--- src/rtl/ika9958_vram_slot_arb.sv ---
// ika9958_vram_slot_arb: VRAM access-slot scheduler driven by the RCC clock enables.
// Latency: grant, slot_start and ack are registered on the boundary edge (phase wraps SLOT_LEN-1 -> 0).
// Backpressure: level requests are held by the requester until its ack pulse; no queueing here.
//
// Ports:
//   i_phiA            master clock, all flops on posedge
//   i_RST_async_n     asynchronous active-low reset
//   i_phiA_NCEN       21.48 MHz clock enable, nothing changes while low
//   i_phiL_PCEN       phiL positive-edge enable (slot tick when qualified by i_phiA_NCEN)
//   i_disp_en/_req    display active period / display fetch needed
//   i_cpu_req         CPU access request level,     o_cpu_ack  one-enabled-cycle grant pulse
//   i_cmd_req         command engine request level, o_cmd_ack  one-enabled-cycle grant pulse
//   o_grant           slot owner: 0 idle, 1 disp, 2 cpu, 3 cmd, 4 refresh
//   o_slot_start      first cycle of a slot, o_slot_phase tick index in slot, o_busy grant != idle
//
// Optional feature macro: IKA9958_VRAM_REFRESH_EN
//   Defined: a 4-bit slot counter forces every 16th slot to refresh (code 4), overriding disp.
//   Undefined: no slot counter, code 4 never produced.

module ika9958_vram_slot_arb #(
   parameter int SLOT_LEN       = 4,
   parameter int CPU_STARVE_MAX = 3
) (
   input  logic       i_phiA,
   input  logic       i_RST_async_n,
   input  logic       i_phiA_NCEN,
   input  logic       i_phiL_PCEN,
   input  logic       i_disp_en,
   input  logic       i_disp_req,
   input  logic       i_cpu_req,
   output logic       o_cpu_ack,
   input  logic       i_cmd_req,
   output logic       o_cmd_ack,
   output logic [2:0] o_grant,
   output logic       o_slot_start,
   output logic [2:0] o_slot_phase,
   output logic       o_busy
);

   typedef enum logic [2:0] {
      ST_IDLE    = 3'd0,
      ST_DISP    = 3'd1,
      ST_CPU     = 3'd2,
      ST_CMD     = 3'd3,
      ST_REFRESH = 3'd4
   } grant_t;

   localparam logic [2:0] PHASE_LAST = 3'(SLOT_LEN - 1);
   localparam logic [2:0] STARVE_MAX = 3'(CPU_STARVE_MAX);

   grant_t     state_q, state_d;
   logic [2:0] phase_q, phase_d;
   logic [2:0] starve_q, starve_d;
   logic       slot_start_q, slot_start_d;
   logic       cpu_ack_q, cpu_ack_d;
   logic       cmd_ack_q, cmd_ack_d;

   logic       tick;
   logic       boundary;
   logic       refresh_due;

   assign tick     = i_phiA_NCEN & i_phiL_PCEN;
   assign boundary = tick && (phase_q == PHASE_LAST);

`ifdef IKA9958_VRAM_REFRESH_EN
   logic [3:0] slot_cnt_q, slot_cnt_d;

   // The counter holds the number of boundaries seen (mod 16); when it reads 15
   // the slot being opened is the 16th and goes to refresh.
   assign refresh_due = (slot_cnt_q == 4'd15);

   always_comb begin
      slot_cnt_d = slot_cnt_q;
      if (boundary) begin
         slot_cnt_d = slot_cnt_q + 4'd1;
      end
   end

   always_ff @(posedge i_phiA or negedge i_RST_async_n) begin
      if (!i_RST_async_n) begin
         slot_cnt_q <= 4'd0;
      end else if (i_phiA_NCEN) begin
         slot_cnt_q <= slot_cnt_d;
      end
   end
`else
   assign refresh_due = 1'b0;
`endif

   // Next-state / next-output logic. Everything is evaluated against the request
   // levels present on the boundary edge itself, so a request dropped on that edge
   // loses the slot.
   always_comb begin
      state_d      = state_q;
      phase_d      = phase_q;
      starve_d     = starve_q;
      slot_start_d = 1'b0;
      cpu_ack_d    = 1'b0;
      cmd_ack_d    = 1'b0;

      if (tick) begin
         phase_d = boundary ? 3'd0 : phase_q + 3'd1;
      end

      if (boundary) begin
         slot_start_d = 1'b1;

         if (refresh_due) begin
            state_d = ST_REFRESH;
         end else if (i_disp_en && i_disp_req) begin
            state_d = ST_DISP;
         end else if (i_cmd_req && (starve_q == STARVE_MAX)) begin
            // CPU has held the bus long enough while cmd waited.
            state_d   = ST_CMD;
            cmd_ack_d = 1'b1;
         end else if (i_cpu_req) begin
            state_d   = ST_CPU;
            cpu_ack_d = 1'b1;
         end else if (i_cmd_req) begin
            state_d   = ST_CMD;
            cmd_ack_d = 1'b1;
         end else begin
            state_d = ST_IDLE;
         end

         // Starve counter only tracks CPU wins that cost a waiting cmd a slot.
         if (!i_cmd_req || (state_d == ST_CMD)) begin
            starve_d = 3'd0;
         end else if ((state_d == ST_CPU) && (starve_q != STARVE_MAX)) begin
            starve_d = starve_q + 3'd1;
         end
      end
   end

   // Single enable gate: pulses clear on the next enabled edge and hold while
   // i_phiA_NCEN is low, because their next value is only captured when enabled.
   always_ff @(posedge i_phiA or negedge i_RST_async_n) begin
      if (!i_RST_async_n) begin
         state_q      <= ST_IDLE;
         phase_q      <= 3'd0;
         starve_q     <= 3'd0;
         slot_start_q <= 1'b0;
         cpu_ack_q    <= 1'b0;
         cmd_ack_q    <= 1'b0;
      end else if (i_phiA_NCEN) begin
         state_q      <= state_d;
         phase_q      <= phase_d;
         starve_q     <= starve_d;
         slot_start_q <= slot_start_d;
         cpu_ack_q    <= cpu_ack_d;
         cmd_ack_q    <= cmd_ack_d;
      end
   end

   assign o_grant      = state_q;
   assign o_busy       = (state_q != ST_IDLE);
   assign o_slot_start = slot_start_q;
   assign o_slot_phase = phase_q;
   assign o_cpu_ack    = cpu_ack_q;
   assign o_cmd_ack    = cmd_ack_q;

endmodule

--- config.mk ---
export PLATFORM = sky130hd
export DESIGN_NAME = ika9958_vram_slot_arb
export DESIGN_NICKNAME = d
export VERILOG_FILES = /design/src/rtl/ika9958_vram_slot_arb.sv
export SDC_FILE = /design/constraint.sdc
export NUM_CORES = 1
export LEC_CHECK = 0
export ABC_AREA = 1
export BUFFER_PORTS_ARGS = -buffer_cell sky130_fd_sc_hd__buf_2
export CAP_MARGIN = 20
export CORE_MARGIN = 3
export CORE_UTILIZATION = 42
export DETAILED_ROUTE_END_ITERATION = 7
export GPL_ROUTABILITY_DRIVEN = 0
export HOLD_SLACK_MARGIN = 0.06
export PLACE_DENSITY = 0.69
export SLEW_MARGIN = 10
export SYNTH_ARGS = -nofsm -noshare
export SYNTH_HDL_FRONTEND = slang
export SYNTH_SLANG_ARGS = --single-unit
--- constraint.sdc ---
create_clock -name i_phiA -period 1.3 [get_ports i_phiA]
set_input_delay 0.13 -clock i_phiA [delete_from_list [all_inputs] [get_ports i_phiA]]
set_output_delay 0.13 -clock i_phiA [all_outputs]
set_load 0.02 [all_outputs]
Word-level counts from Yosys, hierarchy flattened:

Cells that the tools add are included.

* flip-flop bits (word level): 12
* bits in latches: 0
* bits in writable memories: 0
* bits in read-only memories: 0
* output and inout port bits: 10
* logic and storage cells: 43
* memories: 0

* $add $sub $neg: 2
* multiply operators: 0
* div/mod/pow operators: 0
* order comparisons: 0
* equal/unequal tests: 5
* shift operators: 0
* muxes and demuxes: 18
* bitwise logic cells: 1
* reduce and logical (&&, ||, !) cells: 11

Operator list (count)
* 3-bit by 2-bit == test with 1-bit output (second input constant): 4
* 3-bit two-way mux: 4
* 1-bit two-way mux: 10
* 2-bit two-way mux: 4
* 3-bit by 1-bit adder with 3-bit output (second input constant): 2
* 1-bit logical AND: 4
* 2-bit AND reduction: 2
* 3-bit by 2-bit inequality test with 1-bit output (second input constant): 1
* 3-bit AND reduction: 1
* 3-bit nonzero test: 1
* 2-bit nonzero test: 1
* 1-bit bitwise AND: 1
* 1-bit zero test: 1
* 1-bit logical OR: 1

Logic depth before layout (Yosys ltp):

* depth after elaboration: 9
* depth in mapped cells: 8
* gate-level depth less buffers: 8

Worst setup path before layout:

OpenSTA, ideal clock, no wires.

* path type: reg-to-reg
* start point: register phase_q[0] (netlist: o_slot_phase[0])
* end point: register slot_start_q (netlist: o_slot_start)
* setup time: 0.132 ns
* data arrival time: 1.221 ns
* data required time: 1.168 ns
* slack: -0.053 ns
* stages on the path, launching flop included: 7
* path buffers: 0
* cell sequence: dfrtp_1 -> ha_1 -> ha_1 -> inv_1 -> nor2_2 -> inv_1 -> o21ai_0

* cells in the longest elaborated chain, start to end: 3

Ends and longest elaborated chain
* from (decl): line 52 `logic [2:0] phase_q, phase_d;`
* from (signal assigned): line 147 `phase_q <= phase_d;`
* 3-bit by 2-bit == test with 1-bit output: line 63 `assign boundary = tick && (phase_q == PHASE_LAST);`
* 1-bit logical AND: line 63
* 1-bit two-way mux: line 105 `if (boundary) begin`
* to (signal assigned): line 149 `slot_start_q <= slot_start_d;`
* to (decl): line 54 `logic slot_start_q, slot_start_d;`

No other way between the ends.
A chain may end at the register's enable or synchronous reset.

Worst setup path after layout:

* start point: register state_q[1] (netlist: o_grant[1])
* end point: output port o_busy

* cells in the longest elaborated chain, start to end: 1

Ends and longest elaborated chain
* from (decl): line 51 `grant_t state_q, state_d;`
* from (signal assigned): line 146 `state_q <= state_d;`
* 3-bit nonzero test: line 156 `assign o_busy = (state_q != ST_IDLE);`
* to (decl): line 37 `output logic o_busy`

No other way between the ends.

==> results.md <==
* Routed Antenna Nets at 0
* Clock transition at the registers of the reported paths at 0.07 ns
* CTS root buf: clkbuf_4
* Multi-input gate area at 277 µm²
* Num ports at 18
* Antenna Diode Count at 0
* DR DRC count at 0
* Clock Sinks at 11
* Later-pin clock latency in the skew report at 0.26 ns
* Avg Cell Area, Syn at 8.63 µm²
* Height of the die at 42.8 µm
* Arrival time at the worst endpoint at 1.10 ns
* CP max stage cell: dfrtp_1
* Synth Warn # at 0
* Crit-path cells: or2_2, buf_2
* Final Net Count at 101
* Total GRT Usage at 0.139
* CP Class: flip-flop to primary output
* Post-Syn Instances at 66
* Wirelength per Cell at 10.5 µm
* Num CTS Buffers at 3
* Pwr dens at 1770 nW/µm²
* Syn_nets at 78
* Worst Hold Launch: i_phiA_NCEN
* Worst Hold Path Cells at 2
* Fin crit share at 0.949
* Startpoint types: flip-flop
* Hold endpoint: o_cpu_ack
* Vias in the first global route at 473
* H-tree depth at 1
* Reg2reg path depth at 8
* Worst flop-to-flop path startpoint: o_slot_phase[1]
* Vias/cell at 4.68
* Min setup slack post-route at 0.0663 ns
* First-pass GRT wire length at 1900 µm
* Worst EP required at 1.17 ns
* Total wire length at 1070 µm
* Yosys cell types at 17
* Final Util at 0.624
* Layout cells sized above 1 at 0.432
* Pin count of the biggest net entering global routing at 12
* Fmax at 811 MHz
* R2R Setup Slk at 0.09 ns
* Via count at 477
* Die ar. at 1830 µm²
* P&R area growth vs syn at 30.1%
* VDD IR max at 0.914 mV
* Final Hold Vio Count at 0
* Slowest stage delay, CP at 0.39 ns
* PortBufs at 16
* Setup Fix Bufs, Post-CTS at 0
* Initial DRC count at 3
* RSZ-0062 raised after global routing: true
* Layout fillers at 107
* CTS tree: done
* Slew Viols, Final at 0
* R2r endpoint: starve_q[0]
* Critical path peak fanout at 3
* Core area at 1190 µm²
* Initial Util at 0.480
* Initial antenna violation count at 0
* CTS max path bufs at 2
* Cell area after synthesis at 569 µm²
* Seq cells post-synth at 11
* Die X at 42.8 µm
* Pleak at 0.380 nW
* Sequential fraction of the synthesis area at 0.484
* Worst Setup End Kind: primary output
* Final min period at 1.23 ns
* Max Cap Viol at 0
* Router iterations before antenna repair at 2
* Grt total ovfl at 0
* Placement Setup Slack at -0.0109 ns
* Standard-cell row count at 12
* Hold WC Path Type: input port to flip-flop
* Final setup viols at 0
* Clock skew at 0.00195 ns
* Sequential Area at 278 µm²
* Status: finished clean
* HPWL after detailed placement at 846 µm
how the worst max path moves through the flow:
stage,cells after the start,to,slack (ns),from
after floorplan,8,starve_q[0],0.02,o_slot_phase[0]
after global placement,6,o_grant[0],0.04,starve_q[0]
after detailed placement,6,o_grant[0],-0.01,starve_q[0]
after CTS,7,starve_q[0],0.005,starve_q[0]
after global routing,8,starve_q[0],-0.006,o_slot_phase[1]
final,2,o_busy,0.07,o_grant[1]
layer usage:
layer  part of all wire  GRT usage
met1               0.44      0.166
met4             0.0075     0.0373
met5                  0          0
met2               0.46      0.222
met3              0.095     0.0636
cell usage after synthesis:
master,count,area [µm²]
inv_1,10,37.5
nor2_1,3,11.3
conb_1,1,3.75
a21oi_1,2,10.0
o21ai_1,2,10.0
a21boi_4,1,18.8
o22ai_1,3,18.8
or2_2,1,6.26
nand2_2,2,12.5
dfrtp_1,11,275
buf_4,1,7.51
ha_1,4,50.1
a21boi_0,1,7.51
nor2_2,1,6.26
nand2_1,17,63.8
nand3_1,4,20.0
o21ai_0,2,10.0
placed cells by master (no fill, tap or decap):
cell	Yosys	routed
clkbuf_1	0	1
a21boi_1	0	1
buf_2	0	16
ha_2	0	4
buf_4	1	2
nand2_4	0	1
o22ai_1	3	3
o21ai_0	2	2
or2_2	1	1
o21ai_1	2	2
dfrtp_2	0	2
clkbuf_4	0	3
nand3_1	4	4
inv_2	0	3
dlygate4sd3_1	0	1
dfrtp_1	11	9
inv_1	10	7
a21boi_4	1	1
conb_1	1	1
a21oi_1	2	2
nor2_1	3	1
nor2_4	0	1
nand2_2	2	2
nor2_2	1	2
nand2_1	17	16
layout make-up:
type	instances	area share
timing repair buffer	19	0.142
clock buffer	4	0.0355
sequential	11	0.375
inverter	10	0.0507
tap	14	0.0236
multi-input combinational	44	0.373
metrics by stage:
stage | TNS, ns | power (W) | hold WS (ns) | instance area, µm² | cells
finish | 0 | 0.00131 | 0.109 | 741 | 102
detailed placement | -0.0109 | 0.00106 | 0.0137 | 677 | 97
global route | -0.00781 | 0.00143 | 0.121 | 741 | 102
global placement | 0 | 0.00104 | 0.0113 | 677 | 97
floorplan | 0 | 0.000858 | -0.166 | 572 | 66
CTS | 0 | 0.00130 | 0.107 | 716 | 102
report_power, final:
group | internal [W] | switching, W
logic | 0.000231 | 0.000340
clock network | 0.000119 | 0.000110
registers | 0.000447 | 0.0000635
total | 0.000797 | 0.000513
worst max-delay path, delay by kind of cell, from the launching register on:
kind | cells | cell delay, ns
DFF | 1 | 0.39
buffers and inverters | 1 | 0.16
and+or+nand+nor | 1 | 0.29
flip-flops by register name, indices dropped and copies added, names as in the netlist:
name	count
o_slot_phase	3
o_cmd_ack	1
o_cpu_ack	1
o_grant	2
o_slot_start	1
starve_q	3
cell families (layout without fill, tap and decap cells):
logic type                 after synthesis  in the layout  share of synthesized area
AOI/OAI and AO/OA                       11             11                      0.132
buffers and inverters                   11             33                     0.0791
adders and majority gates                4              4                     0.0879
DFF                                     11             11                      0.484
and+or+nand+nor                         28             28                      0.211
other                                    1              1                    0.00659
repair_timing:
action | CTS | global route
hold endpoints to repair | 11 | 0
hold buffers | 1 | 0
endpoints found under the setup margin | 4 | 5
cloned | 0 | 0
gates resized for setup | 2 | 9
pin swaps | 1 | 3
Note: power is estimated with default switching activity, not from simulation.
